==> src/rtl/sr_debug_ctrl.sv <==
// Debug controller for a single-issue CPU: halts, runs and single-steps the core,
// honours a PC breakpoint and reads the register file through a one-entry response buffer.
module sr_debug_ctrl #(
    parameter bit RESET_RUN = 1'b0
) (
    input  logic        clk,
    input  logic        rst_n,
    input  logic        cmd_valid,
    output logic        cmd_ready,
    input  logic [1:0]  cmd_op,
    input  logic [4:0]  cmd_arg,
    output logic        rsp_valid,
    input  logic        rsp_ready,
    output logic [31:0] rsp_data,
    output logic [1:0]  rsp_status,
    input  logic        bp_en,
    input  logic [31:0] bp_addr,
    input  logic [31:0] cpu_pc,
    input  logic        invalid_instr,
    output logic        cpu_en,
    output logic [4:0]  debug_reg_addr,
    input  logic [31:0] debug_reg_data,
    output logic        halted,
    output logic [1:0]  halt_cause
);

    typedef enum logic [1:0] {S_HALT, S_RUN, S_STEP, S_READ} state_t;

    localparam logic [1:0] OP_HALT = 2'd0;
    localparam logic [1:0] OP_RUN  = 2'd1;
    localparam logic [1:0] OP_STEP = 2'd2;
    localparam logic [1:0] OP_READ = 2'd3;

    localparam logic [1:0] ST_OK  = 2'd0;
    localparam logic [1:0] ST_BP  = 2'd1;
    localparam logic [1:0] ST_ILL = 2'd2;
    localparam logic [1:0] ST_REJ = 2'd3;

    state_t      state_reg;
    logic [5:0]  count_reg;
    logic        skip_bp_reg;
    logic        rsp_live_reg;
    logic [31:0] rsp_data_reg;

    logic        active;
    logic        bp_hit;
    logic        cmd_fire;
    logic        fault_stop;
    logic        step_done;
    logic [1:0]  stop_status;

    assign active     = (state_reg == S_RUN) || (state_reg == S_STEP);
    assign bp_hit     = bp_en && (cpu_pc == bp_addr) && !skip_bp_reg;
    assign cpu_en     = rst_n && active && !bp_hit;
    assign cmd_ready  = !rsp_valid && ((state_reg == S_HALT) || (state_reg == S_RUN));
    assign cmd_fire   = cmd_valid && cmd_ready;
    assign halted     = (state_reg == S_HALT);
    assign fault_stop = bp_hit || (cpu_en && invalid_instr);
    assign step_done  = fault_stop || (cpu_en && (count_reg == 6'd1));

    // A stop that retires an instruction reports the PC of the cycle after it;
    // the core is frozen by then, so that cycle's PC is forwarded live and latched.
    assign rsp_data = rsp_live_reg ? cpu_pc : rsp_data_reg;

    always_comb begin
        stop_status = ST_OK;
        if (bp_hit) begin
            stop_status = ST_BP;
        end else if (cpu_en && invalid_instr) begin
            stop_status = ST_ILL;
        end
    end

    always_ff @(posedge clk or negedge rst_n) begin
        if (!rst_n) begin
            state_reg      <= RESET_RUN ? S_RUN : S_HALT;
            count_reg      <= 6'd0;
            skip_bp_reg    <= 1'b1;
            rsp_live_reg   <= 1'b0;
            rsp_data_reg   <= 32'd0;
            rsp_valid      <= 1'b0;
            rsp_status     <= ST_OK;
            debug_reg_addr <= 5'd0;
            halt_cause     <= ST_OK;
        end else begin
            if (rsp_live_reg) begin
                rsp_data_reg <= cpu_pc;
                rsp_live_reg <= 1'b0;
            end
            if (rsp_valid && rsp_ready) begin
                rsp_valid <= 1'b0;
            end

            case (state_reg)
                S_HALT: begin
                    if (cmd_fire) begin
                        case (cmd_op)
                            OP_RUN: begin
                                state_reg    <= S_RUN;
                                skip_bp_reg  <= 1'b1;
                                rsp_valid    <= 1'b1;
                                rsp_status   <= ST_OK;
                                rsp_data_reg <= cpu_pc;
                            end
                            OP_STEP: begin
                                state_reg   <= S_STEP;
                                skip_bp_reg <= 1'b1;
                                count_reg   <= {1'b0, cmd_arg} + 6'd1;
                            end
                            OP_READ: begin
                                state_reg      <= S_READ;
                                skip_bp_reg    <= 1'b1;
                                debug_reg_addr <= cmd_arg;
                            end
                            default: begin
                                rsp_valid    <= 1'b1;
                                rsp_status   <= ST_OK;
                                rsp_data_reg <= cpu_pc;
                            end
                        endcase
                    end
                end

                S_RUN: begin
                    skip_bp_reg <= 1'b0;
                    if (cmd_fire) begin
                        rsp_valid <= 1'b1;
                        case (cmd_op)
                            OP_HALT: begin
                                rsp_status   <= stop_status;
                                rsp_live_reg <= 1'b1;
                            end
                            OP_RUN: begin
                                rsp_status   <= ST_OK;
                                rsp_data_reg <= cpu_pc;
                            end
                            default: begin
                                rsp_status   <= ST_REJ;
                                rsp_data_reg <= 32'd0;
                            end
                        endcase
                    end
                    // Breakpoint and illegal-instruction stops are silent unless a HALT was accepted
                    if (fault_stop || (cmd_fire && (cmd_op == OP_HALT))) begin
                        state_reg  <= S_HALT;
                        halt_cause <= stop_status;
                    end
                end

                S_STEP: begin
                    skip_bp_reg <= 1'b0;
                    if (cpu_en) begin
                        count_reg <= count_reg - 6'd1;
                    end
                    if (step_done) begin
                        state_reg    <= S_HALT;
                        halt_cause   <= stop_status;
                        rsp_valid    <= 1'b1;
                        rsp_status   <= stop_status;
                        rsp_live_reg <= 1'b1;
                    end
                end

                default: begin
                    state_reg    <= S_HALT;
                    rsp_valid    <= 1'b1;
                    rsp_status   <= ST_OK;
                    rsp_data_reg <= debug_reg_data;
                end
            endcase
        end
    end

endmodule

==> config.mk <==
export PLATFORM = sky130hd
export DESIGN_NAME = sr_debug_ctrl
export DESIGN_NICKNAME = d
export VERILOG_FILES = /design/src/rtl/sr_debug_ctrl.sv
export SDC_FILE = /design/constraint.sdc
export NUM_CORES = 1
export LEC_CHECK = 0
export ABC_AREA = 1
export CAP_MARGIN = 20
export CORE_AREA = 2 2 98 100
export DETAILED_ROUTE_END_ITERATION = 10
export DIE_AREA = 0 0 100 102
export DONT_BUFFER_PORTS = 1
export PLACE_DENSITY = 0.63
export SLEW_MARGIN = 40
export SYNTH_ARGS = -nofsm -noshare
export SYNTH_HDL_FRONTEND = slang
export SYNTH_SLANG_ARGS = --single-unit
==> constraint.sdc <==
create_clock -name clk -period 5.65 [get_ports clk]
set_input_delay 0.8475 -clock clk [delete_from_list [all_inputs] [get_ports clk]]
set_output_delay 0.8475 -clock clk [all_outputs]
set_load 0.005 [all_outputs]
==> Word-level counts from Yosys, hierarchy flattened <==
Index checks and enable logic that the tools add are counted.
{ "op_classes": {"n_addsub": 2, "n_mul": 0, "n_div": 0, "n_lt_le_gt_ge": 0, "n_eq_ne": 16, "shifts": 0, "n_mux": 38, "bitwise": 0, "n_reduce_logical": 32} }
{ "op_table": {"columns": ["op", "count"], "rows": [
  ["$mux 32", 4],
  ["$pmux 32 s3", 1],
  ["$pmux 32 s2", 1],
  ["$eq 32x32->1", 1],
  ["$mux 2", 10],
  ["$mux 6", 3],
  ["$pmux 2 s3", 3],
  ["$pmux 6 s2", 1],
  ["$reduce_and 4->1", 3],
  ["$logic_and 1x1->1", 10],
  ["$mux 1", 10],
  ["$ne 2x2->1 const B", 5],
  ["$reduce_and 3->1", 3],
  ["$pmux 2 s2", 2],
  ["$add 5x1->6 const B", 1],
  ["$eq 2x2->1 const B", 3],
  ["$eq 6x1->1 const B", 1],
  ["$ne 2x1->1 const B", 3],
  ["$reduce_bool 2->1", 3],
  ["$sub 6x1->6 const B", 1],
  ["$logic_or 1x1->1", 5],
  ["$eq 2x1->1 const B", 2],
  ["$logic_not 2->1", 2],
  ["$ne 4x1->1 const B", 1],
  ["other kinds (5)", 9]
]} }
{ "totals": {"reg_bits": 52, "latchBits": 0, "ramBits": 0, "rom_bits": 0, "inputBits": 109, "out_inout_bits": 45, "wordCells": 97, "memories": 0} }

==> Depth between registers and ports, before layout <==
Gate-level depths: netlist of run 1.
{ "logic_depth": {"word_depth": 11, "depth_mapped": 14, "ltp_nobuf": 14} }

==> Worst setup path after synthesis of run 1 <==
Ideal clock, no wire load.
{ "synth_path": {"kind": "in2out", "start": "input bp_addr[26]", "end": "output cpu_en", "t_arrival_ps": 1619, "required_ps": 4803, "path_slack_ps": 3183, "path_stages": 8, "path_buffers": 0, "path_cell_list": "xnor2_1 > nand2_1 > nor2_1 > nand2_1 > nor2_1 > nand3_1 > nand2_1 > inv_1"} }
{ "synth_between": {"elab_chain_cells": 5} }
{ "synth_rtl": {"columns": ["element", "line_no", "rtl"], "rows": [
  ["start, declared", "17", "input logic [31:0] bp_addr,"],
  ["$eq 32x32->1", "53", "assign bp_hit = bp_en && (cpu_pc == bp_addr) && !skip_bp_reg;"],
  ["$logic_and 1x1->1 (2 in a row)", "53", null],
  ["$logic_not 1->1", "54", "assign cpu_en = rst_n && active && !bp_hit;"],
  ["$logic_and 1x1->1", "54", null],
  ["end, declared", "20", "output logic cpu_en,"]
]} }
No other way between the ends.

==> Worst setup path in the final report of run 1 <==
Ends and elaborated chain as after synthesis.

==> results of run 1 <==
==> layout by cell type (no fill, tap or decap), types with 2 or more instances in the layout <==
cell                       count
sky130_fd_sc_hd__o21ai_0      22
sky130_fd_sc_hd__and2_1        2
sky130_fd_sc_hd__inv_2         2
sky130_fd_sc_hd__xor2_1        2
sky130_fd_sc_hd__clkbuf_8      5
sky130_fd_sc_hd__nand4_1       4
sky130_fd_sc_hd__a21oi_1      40
sky130_fd_sc_hd__o221ai_1     32
sky130_fd_sc_hd__a21oi_2       2
sky130_fd_sc_hd__nor2_1       24
sky130_fd_sc_hd__dfrtp_1      51
sky130_fd_sc_hd__inv_1       123
sky130_fd_sc_hd__buf_4         6
sky130_fd_sc_hd__ha_1          7
sky130_fd_sc_hd__nand3b_1      2
sky130_fd_sc_hd__nor3_1        2
sky130_fd_sc_hd__xnor2_1       9
sky130_fd_sc_hd__nand2_1     288
sky130_fd_sc_hd__nand3_1      35
sky130_fd_sc_hd__o22a_1       32
sky130_fd_sc_hd__a21boi_0      2
==> routing by layer <==
| metal | global-route usage | part of all wire |
|---|---|---|
| met5 | 0 | 0 |
| met3 | 0.0657 | 0.077 |
| met2 | 0.482 | 0.50 |
| met4 | 0.100 | 0.023 |
| met1 | 0.325 | 0.40 |
==> path summary, 6_finish.rpt <==
kind                                    start          endpoint  slack [ns]  cells past startpoint
worst max register to register   state_reg[1]      state_reg[1]        2.91                     13
worst min-delay path                    rst_n  rsp_data_reg[22]        0.21                      0
min in group clk                rsp_status[1]     rsp_status[1]        0.52                      2
max in group asynchronous               rst_n       skip_bp_reg        5.25                      0
worst max-delay path              bp_addr[26]            cpu_en        2.82                      8
worst min register to register  rsp_status[1]     rsp_status[1]        0.52                      2
==> worst max-delay path, cell delays in order <==
cell                      delay (ns)
sky130_fd_sc_hd__xnor2_1        0.24
sky130_fd_sc_hd__nand2_1        0.09
sky130_fd_sc_hd__nor2_1         0.13
sky130_fd_sc_hd__nand2_1        0.06
sky130_fd_sc_hd__nor2_1         0.13
sky130_fd_sc_hd__nand3_1        0.24
sky130_fd_sc_hd__nand2_1        0.18
sky130_fd_sc_hd__inv_1          0.06
==> cell type report <==
| class | count | area, sq um | area share |
|---|---|---|---|
| tap | 111 | 139 | 0.0298 |
| timing repair buffer | 6 | 45.0 | 0.00966 |
| multi-input combinational | 517 | 2590 | 0.556 |
| inverter | 126 | 475 | 0.102 |
| clock buffer | 6 | 72.6 | 0.0156 |
| clock inverter | 2 | 35.0 | 0.00751 |
| sequential | 52 | 1300 | 0.279 |
==> logic make-up (layout without fill, tap and decap cells) <==
family                   Yosys count  in the layout  share of synthesized area
flip-flops                        52             52                      0.290
buffers and inverters            156            140                      0.134
multiplexers                       1              1                    0.00251
AO/OA/AOI/OAI                    135            135                      0.209
adder cells (fa/ha/maj)            7              7                     0.0195
XOR/XNOR                          11             11                     0.0214
AND/OR/NAND/NOR                  363            363                      0.324
==> through the flow <==
stage	area, sq um	cells
after global routing	4660	820
after global placement	4550	812
after CTS	4660	820
final	4660	820
after detailed placement	4550	812
after floorplan	4490	725
==> where the power goes <==
part	total [mW]	switching [mW]	internal, mW
combinational	1.26	0.797	0.460
sequential	0.611	0.0663	0.545
clock	0.270	0.138	0.132
==> impl_metrics.env, run 1 <==
export IMPL_synth_area_top_cells="sky130_fd_sc_hd__dfrtp_1 (28%), sky130_fd_sc_hd__nand2_1 (24%), sky130_fd_sc_hd__inv_1 (10%)"
export IMPL_buffer_ports_inserted=0
export IMPL_die_width_um=100
export IMPL_fin_total_pwr_mw=2.14
export IMPL_critical_path_class="input pin to primary output"
export IMPL_worstPathMaxFanout=6
export IMPL_totalNegativeSetupSlack_ns=0
export IMPL_fin_worst_skew_ns=0.00473
export IMPL_pin_count=154
export IMPL_final_fill_count=941
export IMPL_netlist_area_sq_um=4490
export IMPL_cts_sink_count=52
export IMPL_fmaxAchievable_mhz=354
export IMPL_grt_util_all_layers=0.273
export IMPL_num_vias=4636
export IMPL_outcome="complete, no violations"
export IMPL_synthMostInstantiatedCell="sky130_fd_sc_hd__nand2_1"
export IMPL_vias_per_cell=5.65
export IMPL_placement_rows=35
export IMPL_die_y_um=102
export IMPL_post_cts_hold_buffer_count=0
export IMPL_dpl_hpwl_um=9870
export IMPL_synth_avg_cell_area_sq_um=6.20
export IMPL_hp_class="input pin to async pin"
export IMPL_ys_dominant_reg_cell="sky130_fd_sc_hd__dfrtp_1"
export IMPL_cp_arrival_ns=1.98
export IMPL_drv_cap=0
export IMPL_tightestPinTransition_ns=0.803
export IMPL_timing_critical_path_required_ns=4.80
export IMPL_power_density_nw_per_um2=459
export IMPL_grt_first_pass_wirelength_um=22100
export IMPL_cts_resized_gates=0
export IMPL_asyncSetResetFlopFracSynth=1.00
export IMPL_sequential_cell_area_fraction_in_the_yosys_report=0.290
export IMPL_endpoint_kind="primary output"
export IMPL_design_final_nets=824
export IMPL_netlist_top_cell_by_area="sky130_fd_sc_hd__dfrtp_1"
export IMPL_coreArea_sq_um=9110
export IMPL_slew_violations=0
export IMPL_leakage_component_of_the_power_nw=2.48
export IMPL_cts_htree_levels=2
export IMPL_ys_ff_latch=52
export IMPL_post_cts_repair_timing_setup_buffer_count=0
export IMPL_finalSetupViolCount=0
export IMPL_cts_inserted_buffers=5
export IMPL_post_route_period_util=0.500
export IMPL_cts_root_buf="sky130_fd_sc_hd__clkbuf_8"
export IMPL_antenna_nets_post_route=0
export IMPL_pre_cts_slack_ns=2.86
export IMPL_wl_per_cell_um=17.2
export IMPL_drive_above_1_share=0.0339
export IMPL_grt_pass1_vias=4641
export IMPL_synth_largest_type_area_fraction=0.284
export IMPL_drcViolationCount=0
export IMPL_worst_slew_margin_rel=0.464
export IMPL_start_util=0.493
export IMPL_synthesis_yosys_warnings=0
export IMPL_syn_num_nets=841
export IMPL_fin_ws_ns=2.82
export IMPL_number_of_synthesized_flops_with_an_enable_pin=0
export IMPL_design_die_area_sq_um=10200
export IMPL_worstSkewPairLatency_ns=0.31
export IMPL_netlist_cell_type_count=35
export IMPL_rsz0062_at_grt="no"
export IMPL_globalplace_congestion=0.915
export IMPL_layout_min_cycle_time_ns=2.83
export IMPL_pin_count_of_the_biggest_net_entering_global_routing=65
export IMPL_grt_antenna_before_repair=0
export IMPL_whs_ns=0.214
export IMPL_finalCoreUtilization=0.512
export IMPL_crit_path_start_kind="input pin"
export IMPL_hold_violations=0
export IMPL_drt_total_wl_um=14100
export IMPL_worst_setup_hold_path_clk_slew_ns=0.10
export IMPL_grt_overflow_total=0
export IMPL_initial_drc_count=243
export IMPL_synth_top_cells_by_count="sky130_fd_sc_hd__nand2_1 (288), sky130_fd_sc_hd__inv_1 (123), sky130_fd_sc_hd__dfrtp_1 (51)"
export IMPL_number_of_antenna_repair_diodes=0
export IMPL_largest_register_ffs=32
export IMPL_tritoncts_clock_tree="built"
export IMPL_areaGrowthSynthToFinish_pct=3.79
export IMPL_number_of_instances_in_the_synthesized_netlist=725
export IMPL_power_ir_vdd_worst_v=0.000428
export IMPL_detailedRoute_firstPassIterationCount=5
export IMPL_max_clock_path_buffers=2
Power figures use the tool's default switching activity.
==> run 2: changes to the inputs <==
Clock period 5.65 ns to 2.63 ns, I/O delays scaled along.
==> run 2 against run 1 <==
  * Clock skew is 0.0010 ns higher
  * Sequential cell count stayed put
  * Count of clock-buffer cells in the layout is 1 lower
  * Via count is 1.9% higher
  * Highest routed layer unchanged
  * First-iteration DRC count is 19% higher
==> impl_metrics.env, run 2 (synthesis results as in run 1) <==
export IMPL_outcome="complete, no violations"
export IMPL_design_die_area_sq_um=10200
export IMPL_leakage_component_of_the_power_nw=2.66
export IMPL_grt_antenna_before_repair=1
export IMPL_start_util=0.493
export IMPL_number_of_antenna_repair_diodes=0
export IMPL_worstSkewPairLatency_ns=0.31
export IMPL_critical_path_class="register to register"
export IMPL_cpMostUsedCell="sky130_fd_sc_hd__inv_1"
export IMPL_cts_root_buf="sky130_fd_sc_hd__clkbuf_8"
export IMPL_globalplace_congestion=0.909
export IMPL_tightestPinTransition_ns=0.572
export IMPL_power_density_nw_per_um2=999
export IMPL_tritoncts_clock_tree="built"
export IMPL_rr_worst_depth=11
export IMPL_drt_total_wl_um=14300
export IMPL_largest_register_ffs=32
export IMPL_cts_inserted_buffers=5
export IMPL_design_final_nets=858
export IMPL_post_route_period_util=0.840
export IMPL_cts_htree_levels=2
export IMPL_areaGrowthSynthToFinish_pct=10.2
export IMPL_pin_count=154
export IMPL_grt_first_pass_wirelength_um=22500
export IMPL_wl_per_cell_um=16.7
export IMPL_die_y_um=102
export IMPL_mostFrequentLayoutCell="sky130_fd_sc_hd__nand2_1"
export IMPL_r2r_slack_ns=0.42
export IMPL_worst_slew_margin_rel=0.618
export IMPL_vias_per_cell=5.53
export IMPL_dpl_hpwl_um=9990
export IMPL_worstPathMaxFanout=32
export IMPL_crit_path_start_kind="register"
export IMPL_crit_start="state_reg[0]"
export IMPL_cp_slowest_stage_delay_ns=0.43
export IMPL_num_vias=4725
export IMPL_detailedRoute_firstPassIterationCount=5
export IMPL_power_ir_vdd_worst_v=0.000795
export IMPL_antenna_nets_post_route=0
export IMPL_rsz0062_at_grt="no"
export IMPL_layout_min_cycle_time_ns=2.21
export IMPL_drcViolationCount=0
export IMPL_fmaxAchievable_mhz=453
export IMPL_cp_arrival_ns=2.42
export IMPL_totalNegativeSetupSlack_ns=0
export IMPL_grt_util_all_layers=0.278
export IMPL_post_cts_repair_timing_setup_buffer_count=0
export IMPL_crit_path_cell_trace="inv_1 > ha_1 > inv_1 > a21oi_2 > nand2_2 > nand2_1 > inv_2 > nor3_4 > buf_4 > o221ai_1 > o22a_1"
export IMPL_hold_violations=0
export IMPL_timing_critical_path_required_ns=2.84
export IMPL_slew_violations=0
export IMPL_worstReg2RegEnd="rsp_data_reg[12]"
export IMPL_placement_rows=35
export IMPL_die_width_um=100
export IMPL_drv_cap=0
export IMPL_coreArea_sq_um=9110
export IMPL_buffer_ports_inserted=0
export IMPL_hp_class="input pin to register"
export IMPL_grt_overflow_total=0
export IMPL_max_clock_path_buffers=2
export IMPL_holdPathStages=1
export IMPL_fin_ws_ns=0.422
export IMPL_reg2reg_from="state_reg[0]"
export IMPL_finalSetupViolCount=0
export IMPL_worstHoldStart="debug_reg_data[26]"
export IMPL_grt_pass1_vias=4632
export IMPL_initial_drc_count=290
export IMPL_drive_above_1_share=0.0767
export IMPL_whs_ns=0.203
export IMPL_cts_sink_count=52
export IMPL_endpoint_kind="register"
export IMPL_most_common_layout_cells="sky130_fd_sc_hd__nand2_1 (288), sky130_fd_sc_hd__inv_1 (123), sky130_fd_sc_hd__dfrtp_1 (51)"
export IMPL_pre_cts_slack_ns=0.459
export IMPL_cts_resized_gates=0
export IMPL_timing_critical_path_slowest_stage_cell="sky130_fd_sc_hd__dfrtp_1"
export IMPL_worst_setup_hold_path_clk_slew_ns=0.11
export IMPL_fin_worst_skew_ns=0.00575
export IMPL_pin_count_of_the_biggest_net_entering_global_routing=53
export IMPL_min_delay_endpoint="rsp_data_reg[26]"
export IMPL_final_fill_count=931
## run 2: changes by cell type in the layout (fill, tap and decap cells not counted), sizes merged
cell,before,now
dlygate4sd3,0,1
clkinvlp,0,1
clkbuf,6,5
buf,6,39
## run 2: layer usage
| metal | up-vias | GRT usage | part of all wire |
|---|---|---|---|
| li1 | 2359 | - | - |
| met1 | 2181 | 0.339 | 0.40 |
| met2 | 169 | 0.498 | 0.50 |
| met3 | 16 | 0.0575 | 0.077 |
| met4 | 0 | 0.0843 | 0.017 |
| met5 | - | 0 | 0 |
## run 2: timing repair
| item | 4_1_cts | 5_1_grt |
|---|---|---|
| setup endpoints to repair | 0 | 0 |
| hold buffers | 2 | 0 |
| hold endpoints to repair | 52 | 0 |
## run 2: where the power goes
group	switching (mW)	internal, mW	leakage (nW)
clock	0.305	0.283	0.0541
sequential	0.145	1.17	0.656
combinational	1.76	1.28	1.95
## run 2: final cells by class
cell class / count / area (sq um) / area share
Multi-Input combinational cell: 517 / 2590 / 0.523
Sequential cell: 52 / 1300 / 0.263
Inverter: 126 / 473 / 0.0955
Timing Repair Buffer: 40 / 335 / 0.0677
Tap cell: 111 / 139 / 0.0281
Clock buffer: 5 / 68.8 / 0.0139
Clock inverter: 3 / 42.5 / 0.00859
## run 2: worst max-delay path by stage
stage | to | cells past startpoint | slack [ns]
6_report | rsp_data_reg[12] | 11 | 0.42
5_1_grt | rsp_data_reg[15] | 11 | 0.21
3_3_place_gp | rsp_status[0] | 11 | 0.55
3_5_place_dp | rsp_data_reg[29] | 11 | 0.46
2_1_floorplan | rsp_data_reg[16] | 11 | 0.62
4_1_cts | rsp_data_reg[29] | 11 | 0.43
## run 2: worst max-delay path, delay by kind of cell, from the launching register on
kind / cells / cell delay [ns]
buffers and inverters: 4 / 0.62
AOI/OAI and AO/OA: 3 / 0.53
DFF: 1 / 0.43
and+or+nand+nor: 3 / 0.33
adders and majority gates: 1 / 0.17
## run 2: stage by stage
stage	util	power, mW	cells	area, sq um
after floorplan	-	3.47	725	4490
after global placement	0.527	4.22	844	4800
after detailed placement	0.527	4.34	844	4800
after CTS	0.544	4.95	854	4950
after global routing	0.544	5.42	854	4950
final	0.544	4.94	854	4950
